<file path="config.mk">
export PLATFORM = sky130hd
export DESIGN_NAME = alu_seq_ctrl
export DESIGN_NICKNAME = d
export VERILOG_FILES = /design/src/rtl/alu_seq_ctrl.sv
export SDC_FILE = /design/constraint.sdc
export NUM_CORES = 1
export LEC_CHECK = 0
export ABC_AREA = 1
export CAP_MARGIN = 20
export CORE_MARGIN = 1.5
export CORE_UTILIZATION = 58
export DETAILED_ROUTE_END_ITERATION = 7
export GPL_TIMING_DRIVEN = 0
export HOLD_SLACK_MARGIN = 0.15
export MAX_ROUTING_LAYER = met4
export PLACE_DENSITY_LB_ADDON = 0.05
export SYNTH_ARGS = -nofsm -noshare
export SYNTH_HDL_FRONTEND = slang
export SYNTH_SLANG_ARGS = --single-unit
</file>
<file path="constraint.sdc">
create_clock -name i_clk -period 2.7 [get_ports i_clk]
set_input_delay 0.54 -clock i_clk [delete_from_list [all_inputs] [get_ports i_clk]]
set_output_delay 0.54 -clock i_clk [all_outputs]
set_load 0.01 [all_outputs]
</file>
<file path="src/rtl/alu_seq_ctrl.sv">
// Button-driven ALU sequencer: load A, load B, load op code, execute, hold the result.
// Optional button debounce is enabled by defining ALU_CTRL_DEBOUNCE_EN.

module alu #(
    parameter int NB_DATA = 8,
    parameter int NB_OP   = 6
) (
    input  logic [NB_DATA-1:0] i_dato_a,
    input  logic [NB_DATA-1:0] i_dato_b,
    input  logic [NB_OP-1:0]   i_operation,
    output logic [NB_DATA-1:0] o_result
);
    localparam logic [NB_OP-1:0] OP_ADD = NB_OP'(6'b100000);
    localparam logic [NB_OP-1:0] OP_SUB = NB_OP'(6'b100010);
    localparam logic [NB_OP-1:0] OP_AND = NB_OP'(6'b100100);
    localparam logic [NB_OP-1:0] OP_OR  = NB_OP'(6'b100101);
    localparam logic [NB_OP-1:0] OP_XOR = NB_OP'(6'b100110);
    localparam logic [NB_OP-1:0] OP_NOR = NB_OP'(6'b100111);

    always_comb begin
        o_result = '0;
        case (i_operation)
            OP_ADD:  o_result = i_dato_a + i_dato_b;
            OP_SUB:  o_result = i_dato_a - i_dato_b;
            OP_AND:  o_result = i_dato_a & i_dato_b;
            OP_OR:   o_result = i_dato_a | i_dato_b;
            OP_XOR:  o_result = i_dato_a ^ i_dato_b;
            OP_NOR:  o_result = ~(i_dato_a | i_dato_b);
            default: o_result = '0;
        endcase
    end
endmodule

module alu_btn_pulse #(
    parameter int DEB_CYCLES = 16
) (
    input  logic i_clk,
    input  logic i_rst_n,
    input  logic i_btn,
    output logic o_pulse
);
    logic       sync1;
    logic       sync2;
    logic       lvl;
    logic       prev;
    logic       arm;
    logic [1:0] rdy;

    // arm only after the synchronizer has flushed and seen the button low,
    // so a button held across reset release never fires
    always_ff @(posedge i_clk or negedge i_rst_n) begin
        if (!i_rst_n) begin
            sync1 <= 1'b0;
            sync2 <= 1'b0;
            prev  <= 1'b0;
            arm   <= 1'b0;
            rdy   <= 2'b00;
        end else begin
            sync1 <= i_btn;
            sync2 <= sync1;
            prev  <= lvl;
            rdy   <= {rdy[0], 1'b1};
            if (rdy[1] && !sync2)
                arm <= 1'b1;
        end
    end

`ifdef ALU_CTRL_DEBOUNCE_EN
    localparam int CNT_W = $clog2(DEB_CYCLES + 1);

    logic             deb;
    logic [CNT_W-1:0] cnt;

    always_ff @(posedge i_clk or negedge i_rst_n) begin
        if (!i_rst_n) begin
            deb <= 1'b0;
            cnt <= '0;
        end else if (sync2 != deb) begin
            if (cnt == CNT_W'(DEB_CYCLES - 1)) begin
                deb <= sync2;
                cnt <= '0;
            end else begin
                cnt <= cnt + 1'b1;
            end
        end else begin
            cnt <= '0;
        end
    end

    assign lvl = deb;
`else
    assign lvl = sync2;
`endif

    assign o_pulse = lvl && !prev && arm;

    if (DEB_CYCLES < 1) begin : g_deb_chk
        $error("DEB_CYCLES must be at least 1");
    end
endmodule

module alu_seq_ctrl #(
    parameter int NB_DATA    = 8,
    parameter int NB_OP      = 6,
    parameter int DEB_CYCLES = 16
) (
    input  logic               i_clk,
    input  logic               i_rst_n,
    input  logic [NB_DATA-1:0] i_sw,
    input  logic               i_btn_a,
    input  logic               i_btn_b,
    input  logic               i_btn_op,
    input  logic               i_btn_clr,
    output logic [NB_DATA-1:0] o_result,
    output logic               o_done,
    output logic               o_err,
    output logic [2:0]         o_state
);
    typedef enum logic [2:0] {
        IDLE   = 3'd0,
        HAVE_A = 3'd1,
        HAVE_B = 3'd2,
        EXEC   = 3'd3,
        DONE   = 3'd4,
        ERR    = 3'd5
    } state_t;

    state_t             state;
    logic [NB_DATA-1:0] reg_a;
    logic [NB_DATA-1:0] reg_b;
    logic [NB_OP-1:0]   reg_op;
    logic [NB_DATA-1:0] alu_res;
    logic               a_p;
    logic               b_p;
    logic               op_p;
    logic               clr_p;

    function automatic logic is_supported(input logic [NB_OP-1:0] op);
        case (op)
            NB_OP'(6'b100000), NB_OP'(6'b100010), NB_OP'(6'b100100),
            NB_OP'(6'b100101), NB_OP'(6'b100110), NB_OP'(6'b100111):
                is_supported = 1'b1;
            default:
                is_supported = 1'b0;
        endcase
    endfunction

    alu_btn_pulse #(.DEB_CYCLES(DEB_CYCLES)) u_pulse_a (
        .i_clk(i_clk), .i_rst_n(i_rst_n), .i_btn(i_btn_a), .o_pulse(a_p));
    alu_btn_pulse #(.DEB_CYCLES(DEB_CYCLES)) u_pulse_b (
        .i_clk(i_clk), .i_rst_n(i_rst_n), .i_btn(i_btn_b), .o_pulse(b_p));
    alu_btn_pulse #(.DEB_CYCLES(DEB_CYCLES)) u_pulse_op (
        .i_clk(i_clk), .i_rst_n(i_rst_n), .i_btn(i_btn_op), .o_pulse(op_p));
    alu_btn_pulse #(.DEB_CYCLES(DEB_CYCLES)) u_pulse_clr (
        .i_clk(i_clk), .i_rst_n(i_rst_n), .i_btn(i_btn_clr), .o_pulse(clr_p));

    alu #(.NB_DATA(NB_DATA), .NB_OP(NB_OP)) u_alu (
        .i_dato_a    (reg_a),
        .i_dato_b    (reg_b),
        .i_operation (reg_op),
        .o_result    (alu_res)
    );

    // clr outranks every load; operand registers and o_result survive it
    always_ff @(posedge i_clk or negedge i_rst_n) begin
        if (!i_rst_n) begin
            state    <= IDLE;
            reg_a    <= '0;
            reg_b    <= '0;
            reg_op   <= '0;
            o_result <= '0;
            o_done   <= 1'b0;
            o_err    <= 1'b0;
        end else if (clr_p) begin
            state  <= IDLE;
            o_done <= 1'b0;
            o_err  <= 1'b0;
        end else begin
            case (state)
                IDLE: begin
                    if (a_p) begin
                        reg_a <= i_sw;
                        state <= HAVE_A;
                    end
                end
                HAVE_A: begin
                    if (b_p) begin
                        reg_b <= i_sw;
                        state <= HAVE_B;
                    end else if (a_p) begin
                        reg_a <= i_sw;
                    end
                end
                HAVE_B: begin
                    if (op_p) begin
                        reg_op <= i_sw[NB_OP-1:0];
                        if (is_supported(i_sw[NB_OP-1:0])) begin
                            state <= EXEC;
                        end else begin
                            state <= ERR;
                            o_err <= 1'b1;
                        end
                    end
                end
                EXEC: begin
                    o_result <= alu_res;
                    o_done   <= 1'b1;
                    state    <= DONE;
                end
                DONE, ERR: begin
                    if (a_p) begin
                        reg_a  <= i_sw;
                        o_done <= 1'b0;
                        o_err  <= 1'b0;
                        state  <= HAVE_A;
                    end
                end
                default: state <= IDLE;
            endcase
        end
    end

    assign o_state = state;
endmodule
</file>
==> flow_summary.toml <==
[run_status]
status = "complete, no violations"

[layout]
diodes = 0
seqCellArea_sq_um = 1328
drive_gt1_frac = 0.08675
utilization = 0.7014
fill_cells = 449
nNetsFinal = 453
syn_to_final_growth_pct = 16.00
multi_input_area_sq_um = 1501

[synthesis]
synthTopCellsByArea = "dfrtp_1 43%, nand2_1 13%, ha_1 9.7%"
synth.distinct_cells = 35
synth-xor-area-share = 0.01985
synth_edf_count = 0
synth_top_family_by_area = "simple AND/OR/NAND/NOR gates"
synth-main-ff-cell = "dfrtp_1"
synth.largest_area_cell = "dfrtp_1"
synth_mux_area_frac = 0
synth_cells = 378
ys_async_sr_fraction = 1.000
syn_area_sq_um = 3088
synth_compound_area_frac = 0.1135
synth_fp_nets = 417
ys_ff_latch = 53
synthAdderAreaFrac = 0.1037
yosys.area.top_type_share = 0.4295
ys_seq_area_frac = 0.4295
synthSimpleGateAreaFrac = 0.2480
avgSynthCellArea_sq_um = 8.169
ys_warn_count = 0

[clocking]
clockRootBuffer = "clkbuf_8"
insertion_delay_ns = 0.30
cts_sinks = 53
cts_tree = "built"
clk_pin_slew_ns = 0.09
cts_htree_levels = 2
cts_made_buffers = 5
clock_path_buffers = 2

[die]
fp.dieH_um = 75.97
die-area_sq_um = 5771
coreArea_sq_um = 5107
rows = 26
start_util = 0.6046
fp.dieW_um = 75.97
io_pins = 27

[timing]
rsz0062_at_grt = "false"
period_needed_ns = 2.507
setup_viol = 0
max_freq_mhz = 398.9
hold_viol_final = 0
slew_viol_final = 0
fin_crit_sh = 0.9285
clock_skew_ns = 0.01039

[critical_path]
cp-end-kind = "flop"
start_kind = "flop"
slowest_delay_ns = 0.46
path_buf_inv = 1
cp_top_family = "simple AND/OR/NAND/NOR gates"
slowest_stage = "dfrtp_1"
critPathMaxFanout = 7
arrival_ns = 2.71
crit_top_cell = "nand2_1"
crit_chain = "nand2_1 -> nor2_1 -> nand2_2 -> inv_1 -> or2_1 -> xor2_1 -> ha_1 -> a21oi_1 -> nand2_1 -> a21oi_1 -> nand3_1 -> nand3_1 -> nand2_1 -> nand2_1 -> nand2_1"
required_ns = 2.91
cp.depth = 15
r2r_cells = 15
path_class = "flop to flop"

[global_routing]
grt_usage = 0.2362
grt_pass1_vias = 2302
grt_start_max_net_pins = 43
grt_pass1_wl_um = 10410
antenna_found_initial = 0
grt_overflow = 0

[route]
routed_wl_um = 5981
drcViolationCount = 0
via_per_inst = 5.037
wire_per_inst_um = 12.33
drtIter0Drc = 132
vias = 2443
drtPass1Iterations = 4
antenna_left = 0

[place]
dpl.hpwl_um = 4744
port_buffers = 26
gp_congestion = 0.8598

[power_and_ir_drop]
power_mw = 3.795
p_leak_nw = 1.875
peakVddDrop_v = 0.0005592
p_per_area_nw_per_um2 = 1059

[hold_path]
hold_path_depth = 0
worstHoldPathType = "flop to flop"

[run]
drv_cap = 0
[through the flow]
stage	hold slack (ns)	area, sq um	worst slack, ns	std cells	TNS [ns]
after floorplan	0.2444	3088	0.4446	378	0
after global placement	0.3361	3436	-0.3900	474	-20.47
after detailed placement	0.3380	3451	0.1215	475	0
after CTS	0.3685	3573	0.1014	484	0
after global routing	0.3740	3582	0.003591	485	0
final	0.3606	3582	0.1931	485	0
[cells in the mapped netlist (2+ instances only)]
cell type	number
dfrtp_1	53
a21oi_1	10
o21ai_1	13
nor2_2	3
nor3_4	2
o31ai_1	3
nor2_4	2
nand2_1	110
inv_1	58
nor2_1	19
nand3_1	14
a21o_1	3
inv_2	3
nand3_2	2
nand2_2	4
xor2_1	6
nand4_1	6
o21ai_2	2
o21ai_0	25
nor3_1	2
ha_1	24
[placed cells by master, fill, tap and decap left out, types with 4 or more instances in the layout]
master           Yosys  routed
a21oi_1             10      10
clkbuf_8             0       5
clkdlybuf4s50_1      0      25
dfrtp_1             53      52
ha_1                24      24
inv_1               58      58
nand2_1            110     110
nand2_2              4       4
nand3_1             14      14
nand4_1              6       6
nor2_1              19      19
o21ai_0             25      24
o21ai_1             13      14
xor2_1               6       6
[final cells by class]
cell class              count  area share
multi-input cells         261      0.4191
flip-flops and latches     53      0.3706
repair buffers             29     0.08173
inverters                  61     0.06392
well taps                  70     0.02445
clock buffers               5     0.01921
clock inverters             3     0.01222
plain buffers               3    0.008732
[path summary, 6_finish.rpt]
check	slack, ns	startpoint	to
worst min-delay path	0.36	u_pulse_clr.sync1$_DFF_PN0_	u_pulse_clr.lvl$_DFF_PN0_
worst max-delay path	0.19	reg_op[1]$_DFFE_PN0P_	o_result[7]$_DFFE_PN0P_
min in group asynchronous	0.64	i_rst_n	reg_op[1]$_DFFE_PN0P_
max in group asynchronous	1.55	i_rst_n	o_done$_DFFE_PN0P_
worst min register to register	0.36	u_pulse_clr.sync1$_DFF_PN0_	u_pulse_clr.lvl$_DFF_PN0_
worst max register to register	0.19	reg_op[1]$_DFFE_PN0P_	o_result[7]$_DFFE_PN0P_
[flip-flops by register name (all words and copies together), names as in the netlist, 3 cells and up]
register  flops
o_result      8
reg_a         8
reg_b         8
reg_op        6
o_state       3
[layer usage]
layer	global-route usage	up-vias	wire length, um	part of all wire
met5	-	-	0	0
met3	0.03735	10	176	0.029
met4	0.08889	0	123	0.021
li1	-	1275	-	-
met2	0.3937	39	2933	0.49
met1	0.2916	1119	2748	0.46
[where the power goes]
part           internal (mW)  switching, mW
sequential              1.04          0.262
combinational          0.839           1.13
clock                  0.278          0.251
total                   2.15           1.64
[logic make-up (layout without fill, tap and decap cells)]
logic type      after synthesis  after routing
simple gates                168            168
buf+inv                      64            101
fa+ha+maj                    25             25
xor+xnor                      7              7
flops                        53             53
other cells                   1              1
compound gates               60             60
[repair_timing]
action | CTS | global route
gates resized for setup | 0 | 2
setup endpoints to repair | 0 | 3
buffers inserted | 0 | 1
hold buffers | 1 | 0
hold endpoints to repair | 11 | 0
Power figures use the tool's default switching activity.
==> RTL change, RTL diff (same flow settings) <==
Remove the case item `OP_ADD` of the case on `i_operation`.
--- a/src/rtl/alu_seq_ctrl.sv
+++ b/src/rtl/alu_seq_ctrl.sv
@@ -22,3 +22,2 @@
         case (i_operation)
-            OP_ADD:  o_result = i_dato_a + i_dato_b;
             OP_SUB:  o_result = i_dato_a - i_dato_b;
Check against the original RTL: not equivalent (Yosys sat finds a counterexample within 10 cycles, from zero or initial values and one cycle with i_rst_n low).
==> RTL change against the original RTL <==
  * Total power fell by 8.1%
  * Sequential share of layout area rose by 0.70 points
  * Combinational power shrank 12%
  * Final area shrank 2.0%
  * Worst setup slack improved by 0.57 ns
  * Clock skew down 0.0010 ns
  * First-iteration DRC count down 16%
  * Sequential cell count did not move
  * Area after synthesis fell by 1.5%
  * Register-to-register slack better by 0.67 ns
  * Routed wire length is 0.17% lower
  * Critical path type is now reg -> out
==> RTL change: results <==
group,metric,value,unit
cells_and_area,inverters,58,
drt,wl_met2,3.093,mm
logic_synthesis,synthTopCellsByArea,"dfrtp_1 44%, nand2_1 13%, ha_1 9.9%, inv_1 6.5%, o21ai_2 4.6%",
drt,viasPerCell,4.938,
logic_synthesis,syn_inst,364,
worst_setup_path,slowest_delay,0.59,ns
placement,hpwlAfterDp,4.588,mm
global_routing,grt.met2_usage,43.86,%
global_routing,grt_max_degree,41,
cells_and_area,bufAreaShareNonClock,8.978,%
cells_and_area,largestRegisters,"o_result (8), reg_a (8), reg_b (8)",
cells_and_area,multi_input_area,1468,um^2
logic_synthesis,synthArstFlopShare,100.0,%
logic_synthesis,seq_area_frac_synth,43.60,%
power_and_ir_drop,peakVddDrop,568.9,uV
drt,wirelength_met1,2.651,mm
cells_and_area,clkCellAreaFrac,2.779,%
cells_and_area,num-nonclk-buffers,31,
worst_setup_path,cp_data_arrival_time,1.40,ns
power_and_ir_drop,netSwitchingFraction,44.06,%
logic_synthesis,syn_nets,403,
clock_network,worst_skew_pair.late_latency,0.32,ns
worst_setup_path,worstRegToRegCells,13,
worst_setup_path,cp_slowest_cell,"clkdlybuf4s50_1",
cells_and_area,final_util,69.21,%
worst_setup_path,path_delay_family,"buffers and inverters",
power_and_ir_drop,p_leak,1.806,nW
cells_and_area,fin_nets,438,
cells_and_area,nMultiInputCombCells,250,
cells_and_area,drive_above_1_share,13.75,%
global_routing,grt_usage,24.76,%
placement,dp.cells,461,
global_routing,grt.met1_usage,28.96,%
power_and_ir_drop,power.share.combinational,49.6,%
placement,place_congestion,0.9081,
power_and_ir_drop,seqPwrFrac,36.2,%
drt,dr.pass1.iters,4,
global_routing,grt_util_met3,4.233,%
drt,first_iter_violations,111,
cells_and_area,instances_no_fill,470,
placement,pre_cts_ws,0.6836,ns
global_routing,grt_pass1_vias,2331,
global_routing,grt_pass1_wl,10.18,mm
logic_synthesis,ys_top_cells_by_count,"108 x nand2_1, 53 x dfrtp_1, 53 x inv_1",
cells_and_area,num-fill-cells,440,
worst_setup_path,crit_fanout,6,
logic_synthesis,netlist-cell-type-count,34,
min_path,hold_path.class,"reg -> reg",
drt,wl_met3,156,um
drt,wl,5.971,mm
placement,dpl-instance-area,3405,um^2
status,status,"finished clean",
cells_and_area,seq-cell-share,37.76,%
timing,final.setup_skew,0.009359,ns
power_and_ir_drop,pg_clk,494,uW
RTL change: cell count changes in the layout (fill, tap and decap cells not counted), sizes merged, moves of 2 or more:
| cell | unedited run | this run |
|---|---|---|
| xor2 | 6 | 1 |
| nand4 | 7 | 2 |
| nor2 | 24 | 32 |
| o21ai | 40 | 33 |
| o31ai | 3 | 0 |
| o211ai | 0 | 2 |
| inv | 62 | 60 |
RTL change: final timing paths:
path | start | to | slack, ns
setup / recovery | o_state[1]$_DFFE_PN0P_ | o_state[1] | 0.76
setup reg to reg | reg_a[0]$_DFFE_PN0P_ | o_result[6]$_DFFE_PN0P_ | 0.86
max in group asynchronous | i_rst_n | reg_b[7]$_DFFE_PN0P_ | 1.50
hold reg to reg | u_pulse_b.sync1$_DFF_PN0_ | u_pulse_b.lvl$_DFF_PN0_ | 0.37
hold / removal | u_pulse_b.sync1$_DFF_PN0_ | u_pulse_b.lvl$_DFF_PN0_ | 0.37
min in group asynchronous | i_rst_n | reg_b[1]$_DFFE_PN0P_ | 0.66
RTL change: worst register-to-register path, stage by stage, from the launching register on:
cell and delay [ns]:
dfrtp_1 0.42, inv_1 0.10, ha_1 0.16, inv_1 0.07, fa_1 0.41, nand2_1 0.09
nand2_1 0.08, nand3_1 0.11, nand2_1 0.05, nand2_1 0.05, nand3_1 0.06, nand2_1 0.08
nand2_1 0.05, nand2_1 0.06
RTL change: kinds of logic after synthesis:
group	after synthesis	synth area share, %
other	1	0.1233
AO/OA/AOI/OAI	49	11.02
XOR/XNOR	2	0.5760
AND/OR/NAND/NOR	173	26.00
buffers and inverters	61	8.145
adder cells (fa/ha/maj)	25	10.53
flip-flops	53	43.60
RTL change: timing repair:
item / in CTS / in global routing
hold buffers: 1 / 0
hold endpoints to repair: 13 / 0
setup endpoints to repair: 0 / 0
